`config.mk`:
```
export PLATFORM = sky130hd
export DESIGN_NAME = fsm_input_conditioner
export DESIGN_NICKNAME = d
export VERILOG_FILES = /design/src/rtl/fsm_input_conditioner_pkg.sv /design/src/rtl/fsm_input_conditioner_deb_channel.sv /design/src/rtl/fsm_input_conditioner.sv
export SDC_FILE = /design/constraint.sdc
export NUM_CORES = 1
export LEC_CHECK = 0
export CAP_MARGIN = 20
export CORE_MARGIN = 3
export CORE_UTILIZATION = 40
export DETAILED_ROUTE_END_ITERATION = 8
export PLACE_DENSITY = 0.58
export REMOVE_ABC_BUFFERS = 1
export SETUP_SLACK_MARGIN = 0.05
export SLEW_MARGIN = 10
export SYNTH_ARGS = -nofsm -noshare
export SYNTH_HDL_FRONTEND = slang
export SYNTH_HIERARCHICAL = 1
export SYNTH_SLANG_ARGS = --single-unit
export TNS_END_PERCENT = 100
```
`constraint.sdc`:
```
create_clock -name clk -period 1.2 [get_ports clk]
set_clock_uncertainty 0.15 [all_clocks]
set_input_delay 0.36 -clock clk [delete_from_list [all_inputs] [get_ports clk]]
set_output_delay 0.36 -clock clk [all_outputs]
set_load 0.05 [all_outputs]
```
`src/rtl/fsm_input_conditioner_pkg.sv`:
```
// Package fsm_in_pkg: shared types and default parameter values for the
// two-channel input conditioner (fsm_input_conditioner / deb_channel).
//   deb_state_t          - debounce FSM state encoding
//   DEF_SYNC_STAGES      - default synchroniser depth
//   DEF_DEBOUNCE_CYCLES  - default number of stable samples to accept a change
//   DEF_GLITCH_W         - default glitch counter width
package fsm_in_pkg;

  typedef enum logic [1:0] {
    S_LOW  = 2'd0,
    S_RISE = 2'd1,
    S_HIGH = 2'd2,
    S_FALL = 2'd3
  } deb_state_t;

  localparam int DEF_SYNC_STAGES     = 2;
  localparam int DEF_DEBOUNCE_CYCLES = 4;
  localparam int DEF_GLITCH_W        = 8;

endpackage

```
`src/rtl/fsm_input_conditioner_deb_channel.sv`:
```
// deb_channel: one conditioning channel.
// The raw input goes through a synchroniser, then a debounce FSM, and the
// accepted rising edge comes out as a one-cycle pulse.
// Optional macro FSM_IN_GLITCH_CNT_EN adds a saturating count of aborted
// transitions.
// Ports:
//   clk, rst     - clock (rising edge), synchronous active-high reset
//   i_raw        - asynchronous raw input
//   i_en         - pulse enable, sampled on the accepting edge only
//   o_sig        - 1-cycle pulse on an accepted rising edge
//   o_lvl        - debounced level
//   o_glitch_cnt - aborted transitions, saturating (FSM_IN_GLITCH_CNT_EN only)
module deb_channel
  import fsm_in_pkg::*;
#(
  parameter int SYNC_STAGES     = DEF_SYNC_STAGES,
  parameter int DEBOUNCE_CYCLES = DEF_DEBOUNCE_CYCLES
`ifdef FSM_IN_GLITCH_CNT_EN
  ,
  parameter int GLITCH_W        = DEF_GLITCH_W
`endif
) (
  input  logic clk,
  input  logic rst,
  input  logic i_raw,
  input  logic i_en,
  output logic o_sig,
  output logic o_lvl
`ifdef FSM_IN_GLITCH_CNT_EN
  ,
  output logic [GLITCH_W-1:0] o_glitch_cnt
`endif
);

  localparam int CNT_W = $clog2(DEBOUNCE_CYCLES);
  // The sample that moves the FSM out of S_LOW/S_HIGH already counts as 1,
  // so DEBOUNCE_CYCLES-1 is the last value seen before acceptance.
  localparam logic [CNT_W-1:0] CNT_LAST = CNT_W'(DEBOUNCE_CYCLES - 1);
  localparam logic [CNT_W-1:0] CNT_ONE  = CNT_W'(1);

  logic [SYNC_STAGES-1:0] r_sync;
  logic                   w_s;

  deb_state_t       r_state, w_state_nxt;
  logic [CNT_W-1:0] r_cnt, w_cnt_nxt;
  logic             r_lvl, w_lvl_nxt;
  logic             r_sig, w_sig_nxt;

  assign w_s = r_sync[SYNC_STAGES-1];

  always_ff @(posedge clk) begin
    if (rst) begin
      r_sync  <= '0;
      r_state <= S_LOW;
      r_cnt   <= '0;
      r_lvl   <= 1'b0;
      r_sig   <= 1'b0;
    end else begin
      r_sync  <= {r_sync[SYNC_STAGES-2:0], i_raw};
      r_state <= w_state_nxt;
      r_cnt   <= w_cnt_nxt;
      r_lvl   <= w_lvl_nxt;
      r_sig   <= w_sig_nxt;
    end
  end

  always_comb begin
    w_state_nxt = r_state;
    w_cnt_nxt   = r_cnt;
    w_lvl_nxt   = r_lvl;
    w_sig_nxt   = 1'b0;
    case (r_state)
      S_LOW: begin
        if (w_s) begin
          w_state_nxt = S_RISE;
          w_cnt_nxt   = CNT_ONE;
        end
      end
      S_RISE: begin
        if (!w_s) begin
          w_state_nxt = S_LOW;
          w_cnt_nxt   = '0;
        end else if (r_cnt == CNT_LAST) begin
          w_state_nxt = S_HIGH;
          w_cnt_nxt   = '0;
          w_lvl_nxt   = 1'b1;
          w_sig_nxt   = i_en;
        end else begin
          w_cnt_nxt   = r_cnt + CNT_ONE;
        end
      end
      S_HIGH: begin
        if (!w_s) begin
          w_state_nxt = S_FALL;
          w_cnt_nxt   = CNT_ONE;
        end
      end
      S_FALL: begin
        if (w_s) begin
          w_state_nxt = S_HIGH;
          w_cnt_nxt   = '0;
        end else if (r_cnt == CNT_LAST) begin
          w_state_nxt = S_LOW;
          w_cnt_nxt   = '0;
          w_lvl_nxt   = 1'b0;
        end else begin
          w_cnt_nxt   = r_cnt + CNT_ONE;
        end
      end
      default: begin
        w_state_nxt = S_LOW;
        w_cnt_nxt   = '0;
        w_lvl_nxt   = 1'b0;
      end
    endcase
  end

  assign o_sig = r_sig;
  assign o_lvl = r_lvl;

`ifdef FSM_IN_GLITCH_CNT_EN
  logic [GLITCH_W-1:0] r_glitch;
  logic                w_abort;

  function automatic logic [GLITCH_W-1:0] sat_inc(input logic [GLITCH_W-1:0] v);
    return (&v) ? v : v + 1'b1;
  endfunction

  // A pending transition is aborted when the sample returns to the old level.
  assign w_abort = ((r_state == S_RISE) && !w_s) || ((r_state == S_FALL) && w_s);

  always_ff @(posedge clk) begin
    if (rst) begin
      r_glitch <= '0;
    end else if (w_abort) begin
      r_glitch <= sat_inc(r_glitch);
    end
  end

  assign o_glitch_cnt = r_glitch;
`endif

endmodule

```
`src/rtl/fsm_input_conditioner.sv`:
```
// fsm_input_conditioner: conditions two asynchronous raw inputs for the
// two-input control FSM. The channels are identical and independent. Each one
// runs synchronise -> debounce -> rising-edge pulse.
// Optional macro FSM_IN_GLITCH_CNT_EN adds the glitch_cnt_1/2 ports.
// Ports:
//   clk, rst       - clock (rising edge), synchronous active-high reset
//   raw_1, raw_2   - asynchronous raw inputs
//   en             - 1 enables pulses; levels track regardless
//   sig_1, sig_2   - 1-cycle pulses on accepted rising edges (FSM input_sig_1/2)
//   lvl_1, lvl_2   - debounced levels
//   glitch_cnt_1/2 - saturating aborted-transition counts (macro only)
module fsm_input_conditioner
  import fsm_in_pkg::*;
#(
  parameter int SYNC_STAGES     = DEF_SYNC_STAGES,
  parameter int DEBOUNCE_CYCLES = DEF_DEBOUNCE_CYCLES,
  parameter int GLITCH_W        = DEF_GLITCH_W
) (
  input  logic clk,
  input  logic rst,
  input  logic raw_1,
  input  logic raw_2,
  input  logic en,
  output logic sig_1,
  output logic sig_2,
  output logic lvl_1,
  output logic lvl_2
`ifdef FSM_IN_GLITCH_CNT_EN
  ,
  output logic [GLITCH_W-1:0] glitch_cnt_1,
  output logic [GLITCH_W-1:0] glitch_cnt_2
`endif
);

  if (SYNC_STAGES < 2 || DEBOUNCE_CYCLES < 2 || GLITCH_W < 1) begin : g_param_check
    $error("fsm_input_conditioner: illegal parameter value");
  end

`ifdef FSM_IN_GLITCH_CNT_EN
  deb_channel #(
    .SYNC_STAGES    (SYNC_STAGES),
    .DEBOUNCE_CYCLES(DEBOUNCE_CYCLES),
    .GLITCH_W       (GLITCH_W)
  ) u_ch1 (
    .clk         (clk),
    .rst         (rst),
    .i_raw       (raw_1),
    .i_en        (en),
    .o_sig       (sig_1),
    .o_lvl       (lvl_1),
    .o_glitch_cnt(glitch_cnt_1)
  );

  deb_channel #(
    .SYNC_STAGES    (SYNC_STAGES),
    .DEBOUNCE_CYCLES(DEBOUNCE_CYCLES),
    .GLITCH_W       (GLITCH_W)
  ) u_ch2 (
    .clk         (clk),
    .rst         (rst),
    .i_raw       (raw_2),
    .i_en        (en),
    .o_sig       (sig_2),
    .o_lvl       (lvl_2),
    .o_glitch_cnt(glitch_cnt_2)
  );
`else
  deb_channel #(
    .SYNC_STAGES    (SYNC_STAGES),
    .DEBOUNCE_CYCLES(DEBOUNCE_CYCLES)
  ) u_ch1 (
    .clk  (clk),
    .rst  (rst),
    .i_raw(raw_1),
    .i_en (en),
    .o_sig(sig_1),
    .o_lvl(lvl_1)
  );

  deb_channel #(
    .SYNC_STAGES    (SYNC_STAGES),
    .DEBOUNCE_CYCLES(DEBOUNCE_CYCLES)
  ) u_ch2 (
    .clk  (clk),
    .rst  (rst),
    .i_raw(raw_2),
    .i_en (en),
    .o_sig(sig_2),
    .o_lvl(lvl_2)
  );
`endif

endmodule
```
Yosys cells after proc, flatten, opt, wreduce, memory -nomap -nowiden. Index checks and enable logic that the tools add are counted.

Input bits: 5. Word-level logic and storage cells: 88. Output and inout bits: 4. Register bits after elaboration: 16.

Eq/ne operators: 24. Multiplexer cells: 34. $add $sub $neg: 2. Bitwise gates (word level): 6. Reductions and logical operators: 12.

Operators with widths (count): $mux W2 (20); $pmux W2 S4 (4); $ne A2 B1 Y1 const B (8); $eq A2 B2 Y1 const B (6); $reduce_and A5 Y1 (2); $mux W1 (8); $ne A2 B2 Y1 const B (4); $reduce_and A4 Y1 (2); $reduce_or A4 Y1 (2); $ne A3 B1 Y1 const B (2); $ne A3 B3 Y1 const B (2); $not A1 Y1 (6); $add A2 B1 Y2 const B (2); $eq A2 B1 Y1 const B (2); $logic_not A2 Y1 (2); $pmux W1 S2 (2); $reduce_and A2 Y1 (2); $reduce_bool A2 Y1 (2).

Depth between registers and ports, before layout. Gate-level depths: netlist of the first run.

Word-level depth: 4. Gate-level depth with buffers: 3. Mapped depth without buffers: 3.

By module. The synthesis of the first run kept the hierarchy.

By module, submodules not included: deb_channel at u_ch1 (instances 1, area each 336.6 sq um, cells each 29); deb_channel at u_ch2 (instances 1, area each 322.8 sq um, cells each 28).

Least setup slack after synthesis of the first run. OpenSTA, ideal clock, no wires.

Path kind: input to register. From: in rst. To: reg u_ch1.r_cnt[1]. Setup slack: 0.068 ns. Buffers on the path: 1. Arrival time: 0.910 ns. Data required time: 0.978 ns. Library setup time: 0.072 ns. Cell stages on the path: 3. Path through: buf_6 or3b_1 mux2i_1.

RTL lines: start, declared (RTL line fsm_input_conditioner.sv:20) `input logic rst,`; end signal, assigned (RTL line fsm_input_conditioner_deb_channel.sv:61) `r_cnt <= w_cnt_nxt;`; end, declared (RTL line fsm_input_conditioner_deb_channel.sv:45) `logic [CNT_W-1:0] r_cnt, w_cnt_nxt;`.

Worst setup path after layout of the first run.
From: reg u_ch2.r_lvl, in the netlist u_ch2/o_lvl. To: out lvl_2.

RTL lines: start, declared (RTL line fsm_input_conditioner_deb_channel.sv:46) `logic r_lvl, w_lvl_nxt;`; start signal, assigned (RTL line fsm_input_conditioner_deb_channel.sv:62) `r_lvl <= w_lvl_nxt;`; end, declared (RTL line fsm_input_conditioner.sv:27) `output logic lvl_2`.

No word-level cell between the ends.

==> results by group, run 1 <==
Status
  – Outcome: finished with violations
  – Failing checks: setup timing

Route
  – Number of DRC markers in iteration 0: 6
  – Final Routed Wirelength: 1240 um
  – DRC: 0
  – Post-DR vias/cell: 5.44
  – Routed wirelength normalized by instance count: 13.1 um
  – Top routing layer in use: met4
  – Count of nets left with antenna violations after detail routing: 0
  – Number of optimization iterations in the first detailed-route pass: 3
  – Met2 routed wirelength: 578 um
  – Total number of vias: 517
  – Met3 Wirelength: 57 um
  – Post-Route M1 WL: 589 um

Die
  – Area of the core: 1520 um2
  – Row count: 14
  – Count of boundary I/O pins: 9
  – Die width: around 47 um
  – Effective utilization at floorplan: 43.3%
  – Die extent in y: 46.6 um
  – Die area: around 2200 um2

Worst setup path
  – CP endpoint kind: output pin
  – CP delay by family, top: flip-flops
  – Arrival time at the worst endpoint: 0.79 ns
  – WP depth: 1
  – Reg2Reg Depth: 4
  – Crit-path slowest cell: sky130_fd_sc_hd__dfxtp_2
  – Critical path startpoint category: register
  – Register-to-register setup slack: 0.06 ns
  – Cell-by-cell listing of the critical path: buf_12
  – Maximum fanout encountered on the critical timing path: 2
  – Delay of the slowest critical-path stage: 0.36 ns
  – Crit path buffers/inverters: 1
  – Critical R2R Launch: u_ch1/r_cnt[0]
  – Category of the most critical setup path: reg -> out
  – Capture instance of the worst register-to-register path: u_ch1/o_lvl
  – CP Data Required Time: around 0.69 ns

Timing
  – Post-route minimum period: 1.30 ns
  – Setup repair after global routing missed its margin: yes
  – Fmax achieved: 770 MHz
  – Setup slack after layout: -0.0985 ns
  – Final hold vios: 0
  – Slew at the pin closest to its max-slew limit: 0.267 ns
  – Relative max-transition margin: 82.2%
  – Share of the cycle needed by the critical path after routing: 108%
  – Post-Route Hold Slack: 0.291 ns
  – Final setup fails: 4
  – Final Max Slew Viols: 0

Place
  – Number of placed instances, taps included: 84
  – Port bufs: 8
  – Post-placement worst setup slack: -0.454 ns
  – Detail Placement HPWL: between 700 and 800 um
  – Routability cong.: around 0.67

Logic synthesis
  – Sequential area share after synthesis: between 40% and 50%
  – Cell with the most instances after synthesis: sky130_fd_sc_hd__dfxtp_1
  – Netlist area before placement: 659 um2
  – Fraction of registers with async set or reset after synthesis: 0%
  – Synthesized area per cell: 11.6 um2
  – Number of different library cells in the post-synthesis netlist: 25
  – Synth top area share: between 40 and 50%
  – Yosys reg bits: 16
  – Ys flop type: sky130_fd_sc_hd__dfxtp_1
  – Library cell occupying the most area in the post-synthesis netlist: sky130_fd_sc_hd__dfxtp_1
  – Biggest area contributors in the synthesized netlist: sky130_fd_sc_hd__dfxtp_1 (49%), sky130_fd_sc_hd__ha_1 (7.6%), sky130_fd_sc_hd__a211oi_1 (3.4%)
  – Number of synthesized flops with an enable pin: 0
  – Number of warnings printed during yosys synthesis: 6
  – Commonest cells in the synthesized netlist: sky130_fd_sc_hd__dfxtp_1 (16), sky130_fd_sc_hd__ha_1 (4), sky130_fd_sc_hd__a211oi_1 (3), sky130_fd_sc_hd__a21oi_1 (3), sky130_fd_sc_hd__inv_1 (3)
  – Cell count after synthesis: 57

Cells and area
  – Area grow syn2layout: 52.2%
  – Number of diodes: 0
  – Fraction of layout instances using a drive strength above 1: 54.4%
  – Number of nets in the layout: 89
  – Final standard cell count with taps included and fillers excluded: 95

Pwr
  – Power Dens Cells: around 1000 nW/um2
  – Peak supply drop: 0.636 mV
  – Pint: 779 uW
  – Fraction of power consumed by sequential logic: 55.5%
  – Leakage component of the power: 0.000393 uW
  – NetSw: between 200 and 250 uW
  – Share of total power in the clock network: 36.4%
  – Sw Share: 22.0%
  – Logic gate share of total power: 8.1%

Clocking
  – Number of hold-repair buffers added at the cts stage: 0
  – Count of clock tree sinks: 16
  – Clk buf depth: 2
  – Clock edge transition at the registers on the reported setup and hold paths: 0.10 ns
  – Clock latency reported for the late side of the worst-skew pair: 0.29 ns
  – Clock root buffer: sky130_fd_sc_hd__clkbuf_4
  – Deepest level of the CTS H-tree: 1
  – TritonCTS clock tree: built
  – Clock buffer count from CTS: 3

Hold path
  – Worst min-delay path class: reg -> reg
  – Hold Startpoint: u_ch2/r_sync[0]
  – Capture endpoint of the worst hold path: u_ch2/r_sync[1]
  – Hold-critical path depth: 1

GRT
  – Largest net degree at the start of global routing: 10
  – Number of antenna violations at the first check in global routing: 0
  – First-pass GRT wire length: between 1500 and 2000 um
  – Overall fraction of global-route tracks in use: about an eighth
  – Via count of the first global-routing pass: about 450
  – Remaining Overflow, GRT: 0

Flow run
  – Max-cap violation count: 0
==> power groups by stage <==
stage	Combinational [uW]	Sequential (uW)	Clock [uW]
after detailed placement	56.3	565	0
after floorplan	21.9	563	0
after global routing	88.3	556	391
final	80.9	554	364
after global placement	56.1	564	0
after CTS	74.0	553	371
==> metrics by stage <==
step / total power [uW] / util (%) / TNS [ns] / instance area [um2]
after floorplan: 585 / - / 0 / 648
after global placement: 620 / 53.7 / -4.31 / 818
after detailed placement: 621 / 53.7 / -4.51 / 818
after CTS: 998 / 61.7 / -0.376 / 941
after global routing: 1040 / 65.8 / -0.456 / 1000
final: 999 / 65.8 / -0.350 / 1000
==> metal layers <==
| metal | GRT usage [%] | vias to the layer above |
|---|---|---|
| li1 | - | 253 |
| met1 | 16.6 | 251 |
| met2 | 19.5 | 11 |
| met3 | 2.73 | 2 |
| met4 | 6.82 | 0 |
| met5 | 0 | - |
==> cells in the final DEF, fill, tap and decap left out, types with 2 or more instances in the layout <==
cell type / synthesis / final
sky130_fd_sc_hd__dfxtp_2: 0 / 10
sky130_fd_sc_hd__buf_4: 0 / 8
sky130_fd_sc_hd__dfxtp_1: 16 / 5
sky130_fd_sc_hd__buf_12: 0 / 4
sky130_fd_sc_hd__clkbuf_4: 0 / 3
sky130_fd_sc_hd__clkdlybuf4s50_1: 0 / 3
sky130_fd_sc_hd__buf_6: 1 / 3
sky130_fd_sc_hd__a21oi_1: 3 / 3
sky130_fd_sc_hd__inv_1: 3 / 3
sky130_fd_sc_hd__ha_4: 0 / 3
sky130_fd_sc_hd__nand3_1: 2 / 2
sky130_fd_sc_hd__nand3b_1: 2 / 2
sky130_fd_sc_hd__or3b_1: 2 / 2
sky130_fd_sc_hd__xnor2_2: 0 / 2
sky130_fd_sc_hd__mux2i_1: 2 / 2
sky130_fd_sc_hd__and2b_2: 2 / 2
sky130_fd_sc_hd__nand4b_1: 2 / 2
sky130_fd_sc_hd__a211oi_1: 3 / 2
sky130_fd_sc_hd__nor2b_1: 2 / 2
==> cells by family after synthesis <==
| kind of cell | Yosys count | synth area share, % |
|---|---|---|
| DFF | 16 | 48.6 |
| adders and majority gates | 4 | 7.59 |
| buffers and inverters | 4 | 3.42 |
| muxes | 2 | 3.04 |
| AOI/OAI and AO/OA | 12 | 13.7 |
| xor gates and xnor gates | 2 | 2.66 |
| and+or+nand+nor | 17 | 21.1 |
==> repair_timing <==
action / 4_1_cts / 5_1_grt
gates cloned: 0 / 0
pin swaps: 2 / 1
endpoints found under the setup margin: 15 / 12
setup buffers: 7 / 0
gates resized for setup: 17 / 11
endpoints found under the hold margin: 0 / 0
==> area by class of cell <==
cell class / count / area [um2]
multi-input cells: 37 / 385
clock buffers: 4 / 36.3
repair buffers: 19 / 214
flip-flops and latches: 16 / 337
fillers: 122 / 520
inverters: 3 / 11.3
well taps: 16 / 20.0
==> worst max path at each step <==
stage                           endpoint        start  slack, ns
final                              lvl_2  u_ch2/o_lvl       -0.1
after global routing               lvl_2  u_ch2/o_lvl      -0.13
after CTS                          lvl_2  u_ch2/o_lvl      -0.10
after detailed placement  u_ch2/r_cnt[1]          rst      -0.45
after global placement    u_ch2/r_cnt[1]          rst      -0.44
after floorplan                    lvl_1  u_ch1/o_lvl       0.07
Note: power is estimated with default switching activity, not from simulation.
==> run 2, diff against run 1 <==
--- a/config.mk
+++ b/config.mk
@@ -9,12 +9,12 @@
 export CORE_MARGIN = 3
 export CORE_UTILIZATION = 40
 export DETAILED_ROUTE_END_ITERATION = 8
-export PLACE_DENSITY = 0.58
+export HOLD_SLACK_MARGIN = 0.12
+export PLACE_DENSITY = 0.59
 export REMOVE_ABC_BUFFERS = 1
 export SETUP_SLACK_MARGIN = 0.05
 export SLEW_MARGIN = 10
 export SYNTH_ARGS = -nofsm -noshare
 export SYNTH_HDL_FRONTEND = slang
-export SYNTH_HIERARCHICAL = 1
 export SYNTH_SLANG_ARGS = --single-unit
 export TNS_END_PERCENT = 100
==> results by group, run 2 <==
Status
  – Outcome: finished with violations
  – Failing checks: setup timing

Pwr
  – Share of total power in the clock network: 33.7% (-2.7 points)
  – Fraction of power consumed by sequential logic: 53.1% (-2.4 points)
  – Leakage component of the power: 0.000378 uW (-3.9%)
  – Power Dens Cells: 1090 nW/um2 (+9.6%)
  – NetSw: 255 uW (+16%)
  – Peak supply drop: 0.975 mV (+53%)
  – Sw Share: 23.9% (+1.8 points)
  – Pint: 812 uW (+4.2%)
  – Logic gate share of total power: 13.2% (+5.1 points)
  – Overall Power: 1070 uW (+6.8%)

Logic synthesis
  – Number of synthesized flops with an enable pin: 0 (unchanged)
  – Yosys reg bits: 16 (unchanged)
  – Cell with the most instances after synthesis: sky130_fd_sc_hd__dfxtp_1
  – Netlist area before placement: 586 um2 (-11%)
  – Number of different library cells in the post-synthesis netlist: 22 (-12%)
  – Cell count after synthesis: 61 (+7.0%)
  – Sequential area share after synthesis: 54.7% (+6.1 points)
  – Library cell occupying the most area in the post-synthesis netlist: sky130_fd_sc_hd__dfxtp_1
  – Fraction of registers with async set or reset after synthesis: 0% (unchanged)
  – Synth top area share: 54.7% (+6.1 points)
  – Ys flop type: sky130_fd_sc_hd__dfxtp_1
  – Commonest cells in the synthesized netlist: sky130_fd_sc_hd__dfxtp_1 (16), sky130_fd_sc_hd__nand2_1 (6), sky130_fd_sc_hd__a21oi_1 (4), sky130_fd_sc_hd__nor2_1 (4), sky130_fd_sc_hd__nor2b_1 (4)
  – Number of warnings printed during yosys synthesis: 0 (-6)
  – Biggest area contributors in the synthesized netlist: sky130_fd_sc_hd__dfxtp_1 (55%), sky130_fd_sc_hd__ha_1 (4.3%), sky130_fd_sc_hd__nor2b_1 (4.3%)
  – Synthesized area per cell: 9.60 um2 (-17%)

Route
  – Routed wirelength normalized by instance count: 12.5 um (-4.5%)
  – DRC: 0 (unchanged)
  – Count of nets left with antenna violations after detail routing: 0 (unchanged)
  – Post-DR vias/cell: 5.02 (-7.8%)
  – Number of optimization iterations in the first detailed-route pass: 3 (unchanged)
  – Number of DRC markers in iteration 0: 8 (+2)
  – Final Routed Wirelength: 1250 um (+0.56%)
  – Total number of vias: 502 (-2.9%)

Flow run
  – Max-cap violation count: 0 (unchanged)

GRT
  – Largest net degree at the start of global routing: 10 (unchanged)
  – First-pass GRT wire length: 2040 um (+4.6%)
  – Remaining Overflow, GRT: 0 (unchanged)
  – Overall fraction of global-route tracks in use: 14.7% (+2.0 points)
  – Number of antenna violations at the first check in global routing: 0 (unchanged)
  – Via count of the first global-routing pass: 486 (+9.0%)

Die
  – Die extent in y: 44.3 um (-5.0%)
  – Area of the core: 1330 um2 (-12%)
  – Effective utilization at floorplan: 43.9% (+0.63 points)
  – Row count: 13 (-1)
  – Count of boundary I/O pins: 9 (unchanged)
  – Die width: 44.3 um (-5.0%)
  – Die area: 1960 um2 (-9.8%)

Timing
  – Final hold vios: 0 (unchanged)
  – Post-route minimum period: 1.31 ns (+0.00957 ns)
  – Share of the cycle needed by the critical path after routing: 109% (+0.80 points)
  – Setup repair after global routing missed its margin: yes
  – Slew at the pin closest to its max-slew limit: 0.267 ns (-0.000451 ns)
  – Relative max-transition margin: 82.0% (-0.11 points)
  – Setup slack after layout: -0.108 ns (-0.00957 ns)
  – Fmax achieved: 764 MHz (-0.73%)
  – Final Max Slew Viols: 0 (unchanged)
  – Final setup fails: 4 (unchanged)
  – Setup tns final: -0.366 ns (-0.0162 ns)

Cells and area
  – Area occupied by multi-input gates: 349 um2 (-9.4%)
  – Number of nets in the layout: 93 (+4.5%)
  – Area grow syn2layout: 66.9%
  – Design Area, Final: 977 um2 (-2.6%)
  – Fraction of layout instances using a drive strength above 1: 51.8% (-2.7 points)
  – Number of diodes: 0 (unchanged)
  – FILL cells: 109 (-11%)
  – Leading cell type in the layout, fill and taps excluded: sky130_fd_sc_hd__buf_4
  – Post-Route Utilization: 73.3% (+7.4 points)
  – Combined flip-flop and latch cell area: 342 um2 (+1.5%)
  – Commonest non-fill, non-tap cells in the layout: sky130_fd_sc_hd__buf_4 (12), sky130_fd_sc_hd__dfxtp_2 (8), sky130_fd_sc_hd__nand2_1 (6)

Clocking
  – Count of clock tree sinks: 16 (unchanged)
  – Deepest level of the CTS H-tree: 1 (unchanged)
  – Number of hold-repair buffers added at the cts stage: 0 (unchanged)
  – Clock edge transition at the registers on the reported setup and hold paths: 0.09 ns (about the same)
  – Clock buffer count from CTS: 3 (unchanged)
  – Clk buf depth: 2 (unchanged)
  – Clock root buffer: sky130_fd_sc_hd__clkbuf_4
  – TritonCTS clock tree: built
  – Clock latency reported for the late side of the worst-skew pair: 0.29 ns (about the same)

Worst setup path
  – CP Data Required Time: 0.69 ns (about the same)
  – Maximum fanout encountered on the critical timing path: 3 (+1)
  – Crit path buffers/inverters: 1 (unchanged)
  – Critical path startpoint category: register
  – CP endpoint kind: output pin
  – Crit-path slowest cell: sky130_fd_sc_hd__dfxtp_4
  – Arrival time at the worst endpoint: 0.80 ns (about the same)
  – CP delay by family, top: flip-flops
  – Cell-by-cell listing of the critical path: buf_12
  – Delay of the slowest critical-path stage: 0.36 ns (about the same)
  – Category of the most critical setup path: reg -> out

Place
  – Routability cong.: 0.728 (+8.6%)
  – Detail Placement HPWL: 796 um (+6.1%)
  – Port bufs: 8 (unchanged)
  – Placed Area: 796 um2 (-2.8%)
  – Post-placement worst setup slack: -0.253 ns (+0.201 ns)

Hold path
  – Worst min-delay path class: reg -> reg
## run 2: cell families after synthesis
group	synth area share, %
AOI/OAI and AO/OA	13.7
xor gates and xnor gates	2.99
and+or+nand+nor	21.8
buffers and inverters	2.56
DFF	54.7
adders and majority gates	4.27
## run 2: worst paths after layout
kind,from,end,slack [ns],depth (start not counted)
worst min-delay path,u_ch2.r_sync[0],u_ch2.r_sync[1],0.29,1
worst max register to register,register,u_ch1.r_cnt[1],0.01,3
worst min register to register,u_ch2.r_sync[0],u_ch2.r_sync[1],0.29,1
worst max-delay path,u_ch2.o_lvl,lvl_2,-0.11,1
## run 2: power by group through the flow
stage          clock (uW)  combinational [uW]  sequential, uW
2_1_floorplan           0                28.9             593
3_3_place_gp            0                 118             576
3_5_place_dp            0                 119             576
4_1_cts               362                 130             568
5_1_grt               395                 152             569
6_report              359                 140             567
## run 2: repair_timing
action | in CTS | in global routing
pin swaps | 6 | 7
gates resized for setup | 24 | 9
setup endpoints to repair | 10 | 9
buffers inserted | 1 | 2
## run 2: final cells by class
type | count | share of cell area [%]
Timing Repair Buffer | 21 | 22.5
Multi-Input combinational cell | 41 | 35.7
Sequential cell | 16 | 35.0
Inverter | 3 | 1.15
Clock buffer | 4 | 3.71
Tap cell | 15 | 1.92
## run 2: stage by stage
stage          instances  hold slack [ns]
4_1_cts               98            0.292
5_1_grt              100            0.305
6_report             100            0.289
3_3_place_gp          93            0.268
3_5_place_dp          93            0.278
2_1_floorplan         60            0.264
## run 2: per-layer routing
| metal | vias up | wire [um] | GRT usage [%] |
|---|---|---|---|
| met5 | - | 0 | 0 |
| met4 | 0 | 35 | 9.04 |
| met3 | 5 | 49 | 4.88 |
| met2 | 10 | 630 | 23.3 |
| met1 | 234 | 532 | 17.1 |
| li1 | 253 | - | - |
==> run 3, diff against run 2 <==
--- a/config.mk
+++ b/config.mk
@@ -8,6 +8,7 @@
 export CAP_MARGIN = 20
 export CORE_MARGIN = 3
 export CORE_UTILIZATION = 40
+export CTS_CLUSTER_SIZE = 12
 export DETAILED_ROUTE_END_ITERATION = 8
 export HOLD_SLACK_MARGIN = 0.12
 export PLACE_DENSITY = 0.59
==> results of run 3 <==
Final layout, timing and power as in run 2 (identical DEF).
